<file path="config.mk">
export PLATFORM = sky130hd
export DESIGN_NAME = rvfi_trace_streamer
export DESIGN_NICKNAME = d
export VERILOG_FILES = /design/src/rtl/rvfi_trace_streamer.sv
export SDC_FILE = /design/constraint.sdc
export NUM_CORES = 1
export LEC_CHECK = 0
export ABC_CLOCK_PERIOD_IN_PS = 18380
export BUFFER_PORTS_ARGS = -buffer_cell sky130_fd_sc_hd__buf_4
export CAP_MARGIN = 20
export CORE_MARGIN = 2
export CORE_UTILIZATION = 60
export DETAILED_ROUTE_END_ITERATION = 6
export HOLD_SLACK_MARGIN = 0.06
export PLACE_DENSITY = 0.79
export SLEW_MARGIN = 30
export SYNTH_ARGS = -nofsm -noshare
export SYNTH_HDL_FRONTEND = slang
export SYNTH_SLANG_ARGS = --single-unit
export TNS_END_PERCENT = 30
</file>
<file path="constraint.sdc">
create_clock -name clk -period 18.38 [get_ports clk]
set_input_delay 3.676 -clock clk [delete_from_list [all_inputs] [get_ports clk]]
set_output_delay 3.676 -clock clk [all_outputs]
set_load 0.1 [all_outputs]
</file>
<file path="src/rtl/rvfi_trace_streamer.sv">
// ---------------------------------------------------------------------------
// rvfi_trace_streamer
//
// Captures RISC-V RVFI retirement records from a single-cycle core into a
// small record FIFO and drains them as 4-beat, 32-bit packets over a
// valid/ready stream. The core cannot be stalled, so a record that arrives
// while the FIFO is full is dropped and counted instead of back-pressuring.
//
// Packet layout (one record = four beats, out_last on the fourth):
//   beat 0 : header   = {SYNC_BYTE, order[15:0], 2'b00, trap, rd_addr}
//   beat 1 : pc_rdata
//   beat 2 : insn
//   beat 3 : rd_wdata
//
// Ports:
//   clk            core clock, all state on the rising edge
//   rst            asynchronous, active-high reset
//   trace_en       capture enable (does not affect draining)
//   rvfi_*         registered retirement outputs of the datapath
//   out_valid      out_data holds a valid beat
//   out_ready      sink accepts the current beat
//   out_data       registered stream beat
//   out_last       marks the last beat of a packet
//   fifo_level     number of records currently stored
//   drop_count     records lost to overflow, saturating
//   halted         sticky, set when a halt record is captured
// ---------------------------------------------------------------------------
module rvfi_trace_streamer #(
    parameter int         DEPTH     = 8,
    parameter logic [7:0] SYNC_BYTE = 8'hA5
) (
    input  logic                      clk,
    input  logic                      rst,
    input  logic                      trace_en,
    input  logic                      rvfi_valid,
    input  logic [63:0]               rvfi_order,
    input  logic [31:0]               rvfi_insn,
    input  logic                      rvfi_trap,
    input  logic                      rvfi_halt,
    input  logic [4:0]                rvfi_rd_addr,
    input  logic [31:0]               rvfi_rd_wdata,
    input  logic [31:0]               rvfi_pc_rdata,
    output logic                      out_valid,
    input  logic                      out_ready,
    output logic [31:0]               out_data,
    output logic                      out_last,
    output logic [$clog2(DEPTH):0]    fifo_level,
    output logic [15:0]               drop_count,
    output logic                      halted
);

    localparam int AW = $clog2(DEPTH);   // slot index width
    localparam int PW = AW + 1;          // pointer width incl. wrap bit

    typedef struct packed {
        logic [31:0] hdr;
        logic [31:0] pc;
        logic [31:0] insn;
        logic [31:0] wdata;
    } record_t;

    typedef enum logic [2:0] {
        IDLE,
        HDR,
        PC,
        INSN,
        WDATA
    } state_t;

    // -----------------------------------------------------------------------
    // Record FIFO
    // -----------------------------------------------------------------------
    record_t          mem [DEPTH];
    record_t          new_rec;
    logic [PW-1:0]    wr_ptr;
    logic [PW-1:0]    rd_ptr;
    logic [AW-1:0]    wr_idx;
    logic [AW-1:0]    rd_idx;
    logic [AW-1:0]    rd_idx_next;
    logic             full;
    logic             empty;
    logic             push;
    logic             push_ok;
    logic             drop;
    logic             pop;
    logic             more_after_pop;

    // Only the low 16 bits of the order number travel in the header.
    logic             unused_order_hi;
    assign unused_order_hi = ^rvfi_order[63:16];

    assign wr_idx      = wr_ptr[AW-1:0];
    assign rd_idx      = rd_ptr[AW-1:0];
    assign rd_idx_next = rd_idx + AW'(1);

    // Wrap-bit pointers: equal means empty; same slot with opposite wrap
    // bits means every slot holds an unread record.
    assign empty = (wr_ptr == rd_ptr);
    assign full  = (wr_ptr[PW-1] != rd_ptr[PW-1]) &&
                   (wr_ptr[AW-1:0] == rd_ptr[AW-1:0]);

    assign fifo_level = wr_ptr - rd_ptr;

    // Fullness is judged on the state at the start of the cycle, so a push
    // into a full FIFO is lost even when the serializer pops on that edge.
    assign push    = rvfi_valid & trace_en & ~halted;
    assign push_ok = push & ~full;
    assign drop    = push & full;

    // The serializer can only preload a header that is already stored, so a
    // record written on the popping edge is picked up from IDLE instead.
    assign more_after_pop = (fifo_level > PW'(1));

    assign new_rec.hdr   = {SYNC_BYTE, rvfi_order[15:0], 2'b00, rvfi_trap, rvfi_rd_addr};
    assign new_rec.pc    = rvfi_pc_rdata;
    assign new_rec.insn  = rvfi_insn;
    assign new_rec.wdata = rvfi_rd_wdata;

    // NOTE: record storage has no reset; the pointers alone decide which
    // slots are meaningful, and leaving the array unreset lets it map to RAM.
    always_ff @(posedge clk) begin
        if (push_ok) begin
            mem[wr_idx] <= new_rec;
        end
    end

    // NOTE: sequential state uses non-blocking assignments so every register
    // samples pre-edge values, independent of block ordering.
    always_ff @(posedge clk or posedge rst) begin
        if (rst) begin
            wr_ptr <= '0;
            rd_ptr <= '0;
        end else begin
            if (push_ok) begin
                wr_ptr <= wr_ptr + PW'(1);
            end
            if (pop) begin
                rd_ptr <= rd_ptr + PW'(1);
            end
        end
    end

    // -----------------------------------------------------------------------
    // Overflow counter and sticky halt
    // -----------------------------------------------------------------------
    always_ff @(posedge clk or posedge rst) begin
        if (rst) begin
            drop_count <= '0;
            halted     <= 1'b0;
        end else begin
            if (drop && (drop_count != 16'hFFFF)) begin
                drop_count <= drop_count + 16'd1;
            end
            // After the halt record nothing more is traced; later records are
            // simply not pushed, so they never count as drops.
            if (push && rvfi_halt) begin
                halted <= 1'b1;
            end
        end
    end

    // -----------------------------------------------------------------------
    // Packet serializer
    // -----------------------------------------------------------------------
    state_t        state;
    state_t        state_d;
    logic [31:0]   out_data_d;

    // out_valid is decoded from the state register, so the async reset of
    // the state drops it immediately and abandons any packet in flight.
    always_ff @(posedge clk or posedge rst) begin
        if (rst) begin
            state <= IDLE;
        end else begin
            state <= state_d;
        end
    end

    // NOTE: every output of this block gets a default first, so no path can
    // leave a signal unassigned and infer a latch.
    always_comb begin
        state_d    = state;
        out_data_d = out_data;
        out_valid  = 1'b0;
        out_last   = 1'b0;
        pop        = 1'b0;

        unique case (state)
            IDLE: begin
                if (!empty) begin
                    state_d    = HDR;
                    out_data_d = mem[rd_idx].hdr;
                end
            end
            HDR: begin
                out_valid = 1'b1;
                if (out_ready) begin
                    state_d    = PC;
                    out_data_d = mem[rd_idx].pc;
                end
            end
            PC: begin
                out_valid = 1'b1;
                if (out_ready) begin
                    state_d    = INSN;
                    out_data_d = mem[rd_idx].insn;
                end
            end
            INSN: begin
                out_valid = 1'b1;
                if (out_ready) begin
                    state_d    = WDATA;
                    out_data_d = mem[rd_idx].wdata;
                end
            end
            WDATA: begin
                out_valid = 1'b1;
                out_last  = 1'b1;
                if (out_ready) begin
                    pop = 1'b1;
                    // Preload the next header so packets run back to back.
                    if (more_after_pop) begin
                        state_d    = HDR;
                        out_data_d = mem[rd_idx_next].hdr;
                    end else begin
                        state_d    = IDLE;
                    end
                end
            end
            default: begin
                state_d = IDLE;
            end
        endcase
    end

    // Beat register: only changes on a load or an accepted beat, which keeps
    // out_data stable while the sink stalls.
    always_ff @(posedge clk or posedge rst) begin
        if (rst) begin
            out_data <= '0;
        end else begin
            out_data <= out_data_d;
        end
    end

endmodule

</file>
======== Word-level counts from Yosys, hierarchy flattened ========
Memory sizes are Yosys's and may differ from the RTL's.
Index checks and enable logic that the tools add are counted.
storage, ports and cells
  memory bits (read-only) ................. 0
  logic and storage cells ................. 61
  RAM bits ................................ 944
  output and inout port bits .............. 55
  memories ................................ 1
  latch bits .............................. 0
  register bits after elaboration ......... 60
  input bits .............................. 172
cells by class
  multiplexer cells ....................... 20
  bitwise gates (word level) .............. 6
  $lt $le $gt $ge ......................... 1
  $add $sub $neg .......................... 5
  div/mod/pow operators ................... 0
  equality and inequality tests ........... 14
  shift operators ......................... 0
  multipliers ............................. 0
  reductions and logical operators ........ 8
memory list
  name  words  bits a word  read ports  clocked after memory_dff  wr ports  line  RTL
  mem   8      118          2           0                         1         73    record_t mem [DEPTH];
operators with widths
  kind                   number
  $mux 32                6
  $pmux 32 s5            1
  $add 16x1->16 const B  1
  $ne 16x16->1 const B   1
  $mux 3                 5
  $pmux 3 s5             1
  $ne 2x2->1 const B     6
  $add 4x1->4 const B    2
  $mux 1                 7
  $reduce_and 7->1       1
  $eq 3x2->1 const B     2
  $reduce_and 5->1       1
  $reduce_bool 5->1      1
  $and 1x1->1            4
  $eq 4x4->1             1
  $gt 4x1->1 const B     1
  $reduce_or 4->1        1
  $sub 4x4->4            1
  $add 3x1->3 const B    1
  $eq 3x1->1 const B     1
  $eq 3x3->1             1
  $eq 3x3->1 const B     1
  $logic_and 1x1->1      3
  $logic_not 3->1        1
  other kinds (2)        3

======== Longest topological paths before layout ========
  depth in word-level cells ............... 6
  mapped depth ............................ 12
  gate-level depth less buffers ........... 8

======== Least setup slack after synthesis ========
Ideal clock, no wire load.
  path type ............................... input-to-reg
  from .................................... input rvfi_valid
  to ...................................... memory mem[0][0] in the netlist's numbering, enable pin
  stages on the path ...................... 4
  arrival ................................. 12,362 ps
  buffers on the path ..................... 0
  required time ........................... 17,641 ps
  path slack .............................. 5,279 ps
  path through ............................ nand2_1 > nor3_1 > nand2_1 > nor3_1
on the way
  longest elaborated chain between the ends .. 5
RTL lines
  what                          line  RTL
  start: declaration            35    input logic rvfi_valid,
  $and 1x1->1 (2 in a row)      106   assign push = rvfi_valid & trace_en & ~halted;
  $and 1x1->1                   107   assign push_ok = push & ~full;
  $mux 1                        122   if (push_ok) begin
  $mux 1 (implied by the code)  123   mem[wr_idx] <= new_rec;
  end: declaration              73
No other way between the ends.

======== Final worst setup path ========
  from .................................... register rd_ptr[1]
  to ...................................... output fifo_level[3]
on the way
  longest elaborated chain between the ends .. 1
RTL lines
  what                      line  RTL
  start: declaration        76    logic [PW-1:0] rd_ptr;
  start signal: assignment  138   rd_ptr <= rd_ptr + PW'(1);
  $sub 4x4->4               102   assign fifo_level = wr_ptr - rd_ptr;
  end: declaration          47    output logic [$clog2(DEPTH):0] fifo_level,
No other way between the ends.

==> metrics.md <==
| Metric | Value |
|---|---|
| WS Path Type | `reg2out` |
| Post-DP HPWL | `53.45 mm` |
| Slew headroom | `30.71%` |
| Largest net degree at the start of global routing | `124` |
| Register area share after synthesis | `73.79%` |
| All-Layer GR Usage | `28.51%` |
| Post-Layout Cell Count | `3225` |
| Mapped Area | `40450 um2` |
| Highest Clock Rate | `136.9 MHz` |
| Cell area after layout | `45890 um2` |
| ANT nets after route | `0` |
| First-pass GRT wire length | `145.2 mm` |
| Placed cells | `3035` |
| TNS Setup | `0 ns` |
| H-tree level count | `3` |
| Synth Register Bits | `1004` |
| Via count | `21920` |
| CTS sink cnt | `1004` |
| Wirelength per Cell | `30.47 um` |
| Root buf cell | `clkbuf_16` |
| Crit path arrival time | `3.63 ns` |
| TritonCTS Buffers | `97` |
| Starting density of the core | `60.45%` |
| Max VDD drop | `0.1299 mV` |
| Least-Margin Pin Slew | `1.039 ns` |
| Synth warn | `0` |
| Clock skew | `0.03121 ns` |
| Crit share post-route | `39.74%` |
| CTS tree | `done` |
| Ys flop type | `edfxtp_1` |
| Area of the core | `66920 um2` |
| Die Wd | `263.7 um` |
| Total power | `6.918 mW` |
| Unrepaired setup endpoints after global routing | `false` |
| Count of cell types in the netlist | `63` |
| Cell Rows | `95` |
| Die height | `263.7 um` |
| Vias in the first global route | `22720` |
| Status | `finished clean` |
| Clk pin slew, worst setup/hold paths | `0.06 ns` |
| P per Cell Area | `150.8 nW/um2` |
| Worst slack at placement | `11.71 ns` |
| Vias per cell | `6.797` |
| Synth Net Count | `2245` |
| Post_cts resized | `0` |
| IO Pins | `227` |
| Area grow syn2layout | `13.45%` |
| Pins over their slew limit | `0` |
| Post-synth EDFFs | `944` |
| Die ar. | `69510 um2` |
| Leak | `15.13 nW` |
| Hold slack final | `0.4995 ns` |
| Worst-Skew Late Latency | `0.66 ns` |
| Layout cells sized above 1 | `27.16%` |
| PortBufs | `178` |
| Worst path required time | `14.70 ns` |
| DRC | `0` |
| 1st-iter DRT viols | `2644` |
| Detailed Routing Iterations Pass 1 | `6` |
| CP Max Fanout | `41` |
| Ys async rst share | `5.976%` |
| Clock Path Buffers | `3` |
| Crit. End Element | `primary output` |
| Avg Cell Area, Syn | `19.58 um2` |
| Global route overflow | `0` |
| GP Congestion | `0.8088` |
| Worst min path class | `reg2reg` |
| # nets final | `2440` |
| Final Setup Violations | `0` |
| Worst setup margin | `11.08 ns` |
| Post-DP Area | `42710 um2` |
| Final Routed Wirelength | `98.28 mm` |
| Postcts setup bufs | `0` |
| Final hold violation count | `0` |
| Crit start category | `register` |
| Antenna violations before repair | `12` |
| CTS Hold Bufs | `0` |
| Max-cap violations | `0` |
| Mapped Cells | `2066` |
| Fillers | `4048` |
| Tmin final | `7.305 ns` |
| Final Util | `68.57%` |
[metal layers]
metal  vias to the layer above  wire length, um  track usage (%)
met2                      1350            48310            46.48
met5                         -               46                0
met3                       238            10590            6.171
met4                         8             3782            12.42
li1                       9006                -                -
met1                     11320            35550            37.61
[critical path: stages, from the launching register on]
cell and delay [ns]:
dfrtp_4 0.86, clkinv_1 0.53, buf_4 0.36, ha_1 0.31
nor2b_1 0.13, o21ai_1 0.20, nand2_1 0.11, xnor2_1 0.16
buf_4 0.31
[area by class of cell]
class                           instances  area, um2  area share, %
Sequential cell                      1004      29860          65.06
Multi-Input combinational cell        920       9906          21.59
Clock buffer                          125       2656          5.788
Timing Repair Buffer                  226       1803          3.929
Tap cell                              873       1092          2.380
Clock inverter                         55      499.2          1.088
Inverter                               12      51.30         0.1118
Antenna cell                           10      25.02        0.05453
[state kept, by name, indices dropped and copies added (netlist names)]
name        flops
mem           944
out_data       32
drop_count     16
rd_ptr          4
wr_ptr          4
state           3
halted          1
[kinds of logic after synthesis]
family / share of synthesized area [%]
AO/OA/AOI/OAI: 4.841
XOR/XNOR: 0.5846
adder cells (fa/ha/maj): 0.2351
buffers and inverters: 1.980
flip-flops: 73.79
multiplexers: 15.38
AND/OR/NAND/NOR: 3.192
[worst paths after layout]
path / end / start / slack [ns] / cells past startpoint
max in group asynchronous: rd_ptr[1] / rst / 14.19 / 3
worst max-delay path: fifo_level[3] / rd_ptr[1] / 11.08 / 8
worst max register to register: mem[7][85] / rd_ptr[1] / 13.22 / 10
min in group asynchronous: out_data[13] / rst / 3.06 / 2
worst min-delay path: drop_count[7] / drop_count[7] / 0.50 / 1
worst min register to register: drop_count[7] / drop_count[7] / 0.50 / 1
[synth_stat cells, drive strengths merged, types with 6 or more instances]
cell type | instances | area share, %
mux4 | 203 | 11
o21ai | 34 | 0.42
a222oi | 16 | 0.40
and2 | 12 | 0.19
inv | 11 | 0.10
xor2 | 12 | 0.26
ha | 6 | 0.19
a22o | 18 | 0.39
a31oi | 19 | 0.29
mux2i | 122 | 3.0
o22a | 7 | 0.15
nor4 | 15 | 0.23
mux2 | 38 | 1.1
nand2 | 104 | 0.97
clkbuf | 39 | 0.36
o32ai | 6 | 0.13
nor2b | 20 | 0.31
a22oi | 37 | 0.69
a311oi | 27 | 0.58
dfrtp | 60 | 3.7
and3 | 12 | 0.19
xnor2 | 15 | 0.32
nand4 | 6 | 0.093
nor3 | 12 | 0.16
o31ai | 9 | 0.17
a211oi | 19 | 0.35
buf | 91 | 1.5
a41oi | 12 | 0.28
o22ai | 19 | 0.29
nor2 | 30 | 0.28
a21oi | 28 | 0.35
nand3 | 12 | 0.15
nor3b | 16 | 0.31
edfxtp | 944 | 70
[cells in the final DEF, fill, tap and decap left out, types with 18 or more instances in the layout]
cell type	synthesis	layout
mux2_2	38	38
mux2i_1	122	122
a311oi_1	27	27
nor2_1	30	24
o21ai_0	32	32
edfxtp_1	944	944
a31oi_1	19	19
clkbuf_16	0	100
a22oi_1	37	37
clkbuf_1	38	19
a211oi_1	19	19
mux4_2	203	203
clkinv_1	1	21
dfrtp_1	60	57
buf_4	23	216
a22o_1	18	18
a21oi_1	28	28
o22ai_1	19	19
nand2_1	104	104
[power breakdown]
part	switching [mW]	total (mW)	leakage, nW	internal, mW
combinational	1.42	2.29	4.40	0.869
clock	0.832	1.96	1.53	1.13
sequential	0.110	2.66	9.20	2.55
Note: power is estimated with default switching activity, not from simulation.
